--- src/rtl/logic_unit_pipe.sv ---
// Registered WIDTH-bit bitwise gate unit. It uses a valid/ready handshake, has a single
// output stage, can substitute an accumulator for B, registers result flags and keeps a
// saturating count of illegal ops.
module logic_unit_pipe #(
  parameter int                 WIDTH     = 8,
  parameter logic [WIDTH-1:0]   ACC_INIT  = '0,
  parameter int                 ERR_CNT_W = 4
) (
  input  logic                  clk,
  input  logic                  rst_n,
  input  logic                  in_valid,
  output logic                  in_ready,
  input  logic [WIDTH-1:0]      A,
  input  logic [WIDTH-1:0]      B,
  input  logic [2:0]            gateType,
  input  logic                  acc_en,
  input  logic                  acc_clr,
  output logic                  out_valid,
  input  logic                  out_ready,
  output logic [WIDTH-1:0]      O,
  output logic                  zero,
  output logic                  ones,
  output logic                  parity,
  output logic                  err,
  output logic [ERR_CNT_W-1:0]  err_cnt
);

  typedef enum logic [2:0] {
    OP_AND  = 3'b000,
    OP_OR   = 3'b001,
    OP_NOT  = 3'b010,
    OP_NAND = 3'b011,
    OP_NOR  = 3'b100,
    OP_XOR  = 3'b101,
    OP_XNOR = 3'b110,
    OP_ILL  = 3'b111
  } gate_e;

  logic                 r_out_valid;
  logic [WIDTH-1:0]     r_o;
  logic                 r_zero;
  logic                 r_ones;
  logic                 r_parity;
  logic                 r_err;
  logic [ERR_CNT_W-1:0] r_err_cnt;
  logic [WIDTH-1:0]     r_acc;

  logic                 w_in_fire;
  logic                 w_out_fire;
  logic [WIDTH-1:0]     w_acc_eff;
  logic [WIDTH-1:0]     w_bop;
  logic [WIDTH-1:0]     w_result;
  logic                 w_illegal;
  gate_e                w_op;

  assign in_ready   = !r_out_valid || out_ready;
  assign w_in_fire  = in_valid && in_ready;
  assign w_out_fire = r_out_valid && out_ready;

  // A same-cycle clear takes effect before the operation, so the beat sees ACC_INIT.
  assign w_acc_eff = acc_clr ? ACC_INIT : r_acc;
  assign w_bop     = acc_en ? w_acc_eff : B;
  assign w_op      = gate_e'(gateType);

  // NOTE: defaults are assigned before the case, so no path leaves an output unassigned and no latch is inferred.
  always_comb begin
    w_result  = '0;
    w_illegal = 1'b0;
    case (w_op)
      OP_AND:  w_result = A & w_bop;
      OP_OR:   w_result = A | w_bop;
      OP_NOT:  w_result = ~A;
      OP_NAND: w_result = ~(A & w_bop);
      OP_NOR:  w_result = ~(A | w_bop);
      OP_XOR:  w_result = A ^ w_bop;
      OP_XNOR: w_result = ~(A ^ w_bop);
      default: w_illegal = 1'b1;
    endcase
  end

  // NOTE: sequential state uses non-blocking assignments, so every register samples pre-edge values.
  always_ff @(posedge clk or negedge rst_n) begin
    if (!rst_n) begin
      r_out_valid <= 1'b0;
      r_o         <= '0;
      r_zero      <= 1'b0;
      r_ones      <= 1'b0;
      r_parity    <= 1'b0;
      r_err       <= 1'b0;
    end else if (w_in_fire) begin
      r_out_valid <= 1'b1;
      r_o         <= w_result;
      r_zero      <= (w_result == '0);
      r_ones      <= &w_result;
      r_parity    <= ^w_result;
      r_err       <= w_illegal;
    end else if (w_out_fire) begin
      r_out_valid <= 1'b0;
    end
  end

  // An illegal op never writes ACC. Only a legal op can outrank a pending clear.
  always_ff @(posedge clk or negedge rst_n) begin
    if (!rst_n) begin
      r_acc <= ACC_INIT;
    end else if (w_in_fire && acc_en && !w_illegal) begin
      r_acc <= w_result;
    end else if (acc_clr) begin
      r_acc <= ACC_INIT;
    end
  end

  always_ff @(posedge clk or negedge rst_n) begin
    if (!rst_n) begin
      r_err_cnt <= '0;
    end else if (w_in_fire && w_illegal && (r_err_cnt != '1)) begin
      r_err_cnt <= r_err_cnt + ERR_CNT_W'(1);
    end
  end

  assign out_valid = r_out_valid;
  assign O         = r_o;
  assign zero      = r_zero;
  assign ones      = r_ones;
  assign parity    = r_parity;
  assign err       = r_err;
  assign err_cnt   = r_err_cnt;

endmodule

--- config.mk ---
export PLATFORM = sky130hd
export DESIGN_NAME = logic_unit_pipe
export DESIGN_NICKNAME = d
export VERILOG_FILES = /design/src/rtl/logic_unit_pipe.sv
export SDC_FILE = /design/constraint.sdc
export NUM_CORES = 1
export LEC_CHECK = 0
export BUFFER_PORTS_ARGS = -buffer_cell sky130_fd_sc_hd__buf_2
export CAP_MARGIN = 10
export CORE_MARGIN = 2
export CORE_UTILIZATION = 45
export CTS_CLUSTER_DIAMETER = 120
export DETAILED_ROUTE_END_ITERATION = 16
export HOLD_SLACK_MARGIN = 0.02
export PLACE_DENSITY = 0.67
export SLEW_MARGIN = 30
export SYNTH_ARGS = -nofsm -noshare
export SYNTH_HDL_FRONTEND = slang
export SYNTH_SLANG_ARGS = --single-unit
--- constraint.sdc ---
create_clock -name clk -period 6.29 [get_ports clk]
set_clock_uncertainty 0.2 [all_clocks]
set_input_delay 0.3145 -clock clk [delete_from_list [all_inputs] [get_ports clk]]
set_output_delay 0.3145 -clock clk [all_outputs]
set_load 0.02 [all_outputs]
==> impl_results.md <==
- Syn_area_per_cell: 8.88 um^2
- GR Util All Layers: 16.9%
- CTS Sinks: 25
- Area after DPL: 0.00232 mm^2
- Buf+Inv Stages, Crit Path: 1
- Diode count: 0
- RSZ-0062 raised after global routing: false
- Avg WL per Cell: 13.3 um
- First-pass GRT wire length: 7180 um
- CTS tree: built
- Minimum clock period: 2780 ps
- CTS root buffer: clkbuf_8
- Share of layout cells above drive strength 1: 24.9%
- Syn nets: 288
- Most frequent cells in the layout: 42 x buf_2, 28 x nand2_1, 25 x dfrtp_1, 25 x inv_1, 25 x ha_1
- Nets@finish: 324
- Post-Layout Cell Count: 325
- Slew Viols, Final: 0
- # IOs: 43
- Vias in the first global route: 1523
- Yosys synthesis warning count: 0
- Slew @ Worst Pin: 696 ps
- Fmax: 359 MHz
- Syn Std Cell Area: 0.00211 mm^2
- Cell chain of the critical path: nor2b_1 > mux2_2 > inv_1 > ha_1 > mux2i_1 > o311a_1 > a31oi_2 > ha_1 > xnor2_1 > xnor2_1 > o21ai_1
- Dpl hpwl: 3310 um
- Core Region: 0.00444 mm^2
- Yosys reg bits: 25
- Seq/Total Area, Yosys: 29.6%
- Endpoint class of the critical path: flip-flop
- Setup_tns: 0 ps
- Clock buffer depth: 2
- EDFF count, synth: 0
- Chip Height: 72.5 um
- Rows: 24
- HP Start: in_valid
- Die area: 0.00526 mm^2
- Post-Route WL: 4320 um
- Hold crit path type: input port to flip-flop
- CP Launch Type: flip-flop
- Design Area, Final: 0.00238 mm^2
- Power Total: 0.507 mW
- CTS buffer count: 3
- Fin Hold WS: 103 ps
- Fillcell total: 418
- Post-Synthesis Cells: 238
- Number of DRC markers in iteration 0: 68
- Synth top area cells: dfrtp_1 30%, ha_1 15%, nand2_1 5.0%
- Final GP Congestion: 0.807
- I/O Buffers: 42
- DR vias/cell: 5.30
- H-tree depth reported by CTS: 1
- Max Cap Viol: 0
- Clock transition at the registers of the reported paths: 90 ps
- Asr flop ratio synth: 100%
- Static leakage: 1.21 nW
- Synth-to-Final Area Change: 12.8%
- R2R Path Start: r_acc[0]
- Rel. slew slack: 53.5%
- Pre-CTS setup slack: 3390 ps
- Setup crit start: r_acc[0]
- Grt ovf: 0
- Synth top area share: 29.6%
- Crit-path leading delay family: compound AO/OA/AOI/OAI gates
- Unique masters post-synth: 42
- Vias: 1722
- Maximum vdd drop: 0.0789 mV
- Crit path kind: flip-flop to flip-flop
- Postcts setup bufs: 0
- Starting Density: 47.6%
- CP arrival: 2720 ps
- Finish-stage setup viols: 0
- Slowest CP cell: dfrtp_1
- PD cells: 213 mW/mm^2
- Post-synth top area cell: dfrtp_1
- Die X-Extent: 72.5 um
- Routed Antenna Nets: 0
- Most common cell after layout, fill and taps aside: buf_2
- Final Core Density: 53.6%
- Placed Cells: 320
- Critical path fanouts, max: 4
- Final worst path period share: 44.3%
- Antenna violations before repair: 0
- Outcome: completed
- Worst skew pair latency: 270 ps
- Largest net degree at the start of global routing: 34
- CP max stage delay: 360 ps
- Setup WS post-layout: 3510 ps
- Final Hold Fails: 0
- Drc violations: 0
- 1st-pass router iterations: 4
- Worst Path Required: 6220 ps
- Top_reg_cell synth: dfrtp_1
## where the power goes
group | switching, mW | internal, mW
registers | 0.0188 | 0.188
clock network | 0.0520 | 0.0449
logic | 0.121 | 0.0829
## registers in the layout, summed over array words and instances, names as in the netlist
name	cells
zero	1
parity	1
out_valid	1
O	8
ones	1
err	1
r_acc	8
err_cnt	4
## repair_timing
action                    4_1_cts  5_1_grt
hold endpoints to repair       25        0
resized for setup               0        0
hold buffers                    1        0
## cell type report
class                      count  area [um^2]  share of cell area [%]
sequential                    25          626                    26.2
inverter                      28          105                    4.41
multi-input combinational    173         1320                    55.3
timing repair buffer          43          220                    9.24
clock inverter                 1         7.51                   0.315
tap                           52         65.1                    2.73
clock buffer                   3         41.3                    1.73
## worst reg2reg max path, cell delays in order, from the launching register on
cell and delay (ps):
dfrtp_1 360, nor2b_1 140, mux2_2 290, inv_1 60, ha_1 230, mux2i_1 140
o311a_1 170, a31oi_2 310, ha_1 300, xnor2_1 210, xnor2_1 160, o21ai_1 70
## cell usage after synthesis (all sizes together) (2+ instances only)
cell type,count
a2111oi,5
a211oi,3
a21oi,5
a31oi,4
and2,3
and3b,3
and4b,2
buf,9
clkbuf,3
dfrtp,25
ha,25
inv,28
mux2,10
mux2i,3
nand2,28
nand2b,9
nand3,2
nand4,4
nand4b,2
nor2,8
nor2b,14
nor3b,2
o211a,3
o211ai,2
o21ai,24
o41ai,2
xnor2,4
## path summary, 6_finish.rpt
check | end | slack, ps | cells after the start
max in group asynchronous | r_acc[7] | 5170 | 2
min reg2reg | err | 280 | 1
max | parity | 3510 | 11
min | out_valid | 100 | 3
max reg2reg | parity | 3510 | 11
min in group asynchronous | err_cnt[2] | 350 | 2
## kinds of logic after synthesis
group                    synth area share (%)
AO/OA/AOI/OAI                            18.9
XOR/XNOR                                 1.66
adder cells (fa/ha/maj)                  14.8
buffers and inverters                    7.99
flip-flops                               29.6
multiplexers                             6.75
AND/OR/NAND/NOR                          20.2
## routing by layer
layer | GRT usage, % | up-vias | routed length [um]
met4 | 5.56 | 0 | 54
met3 | 0.694 | 6 | 96
met5 | 0 | - | 0
li1 | - | 898 | -
met1 | 25.6 | 787 | 2290
met2 | 25.8 | 31 | 1880
(Power assumes the default switching activity.)
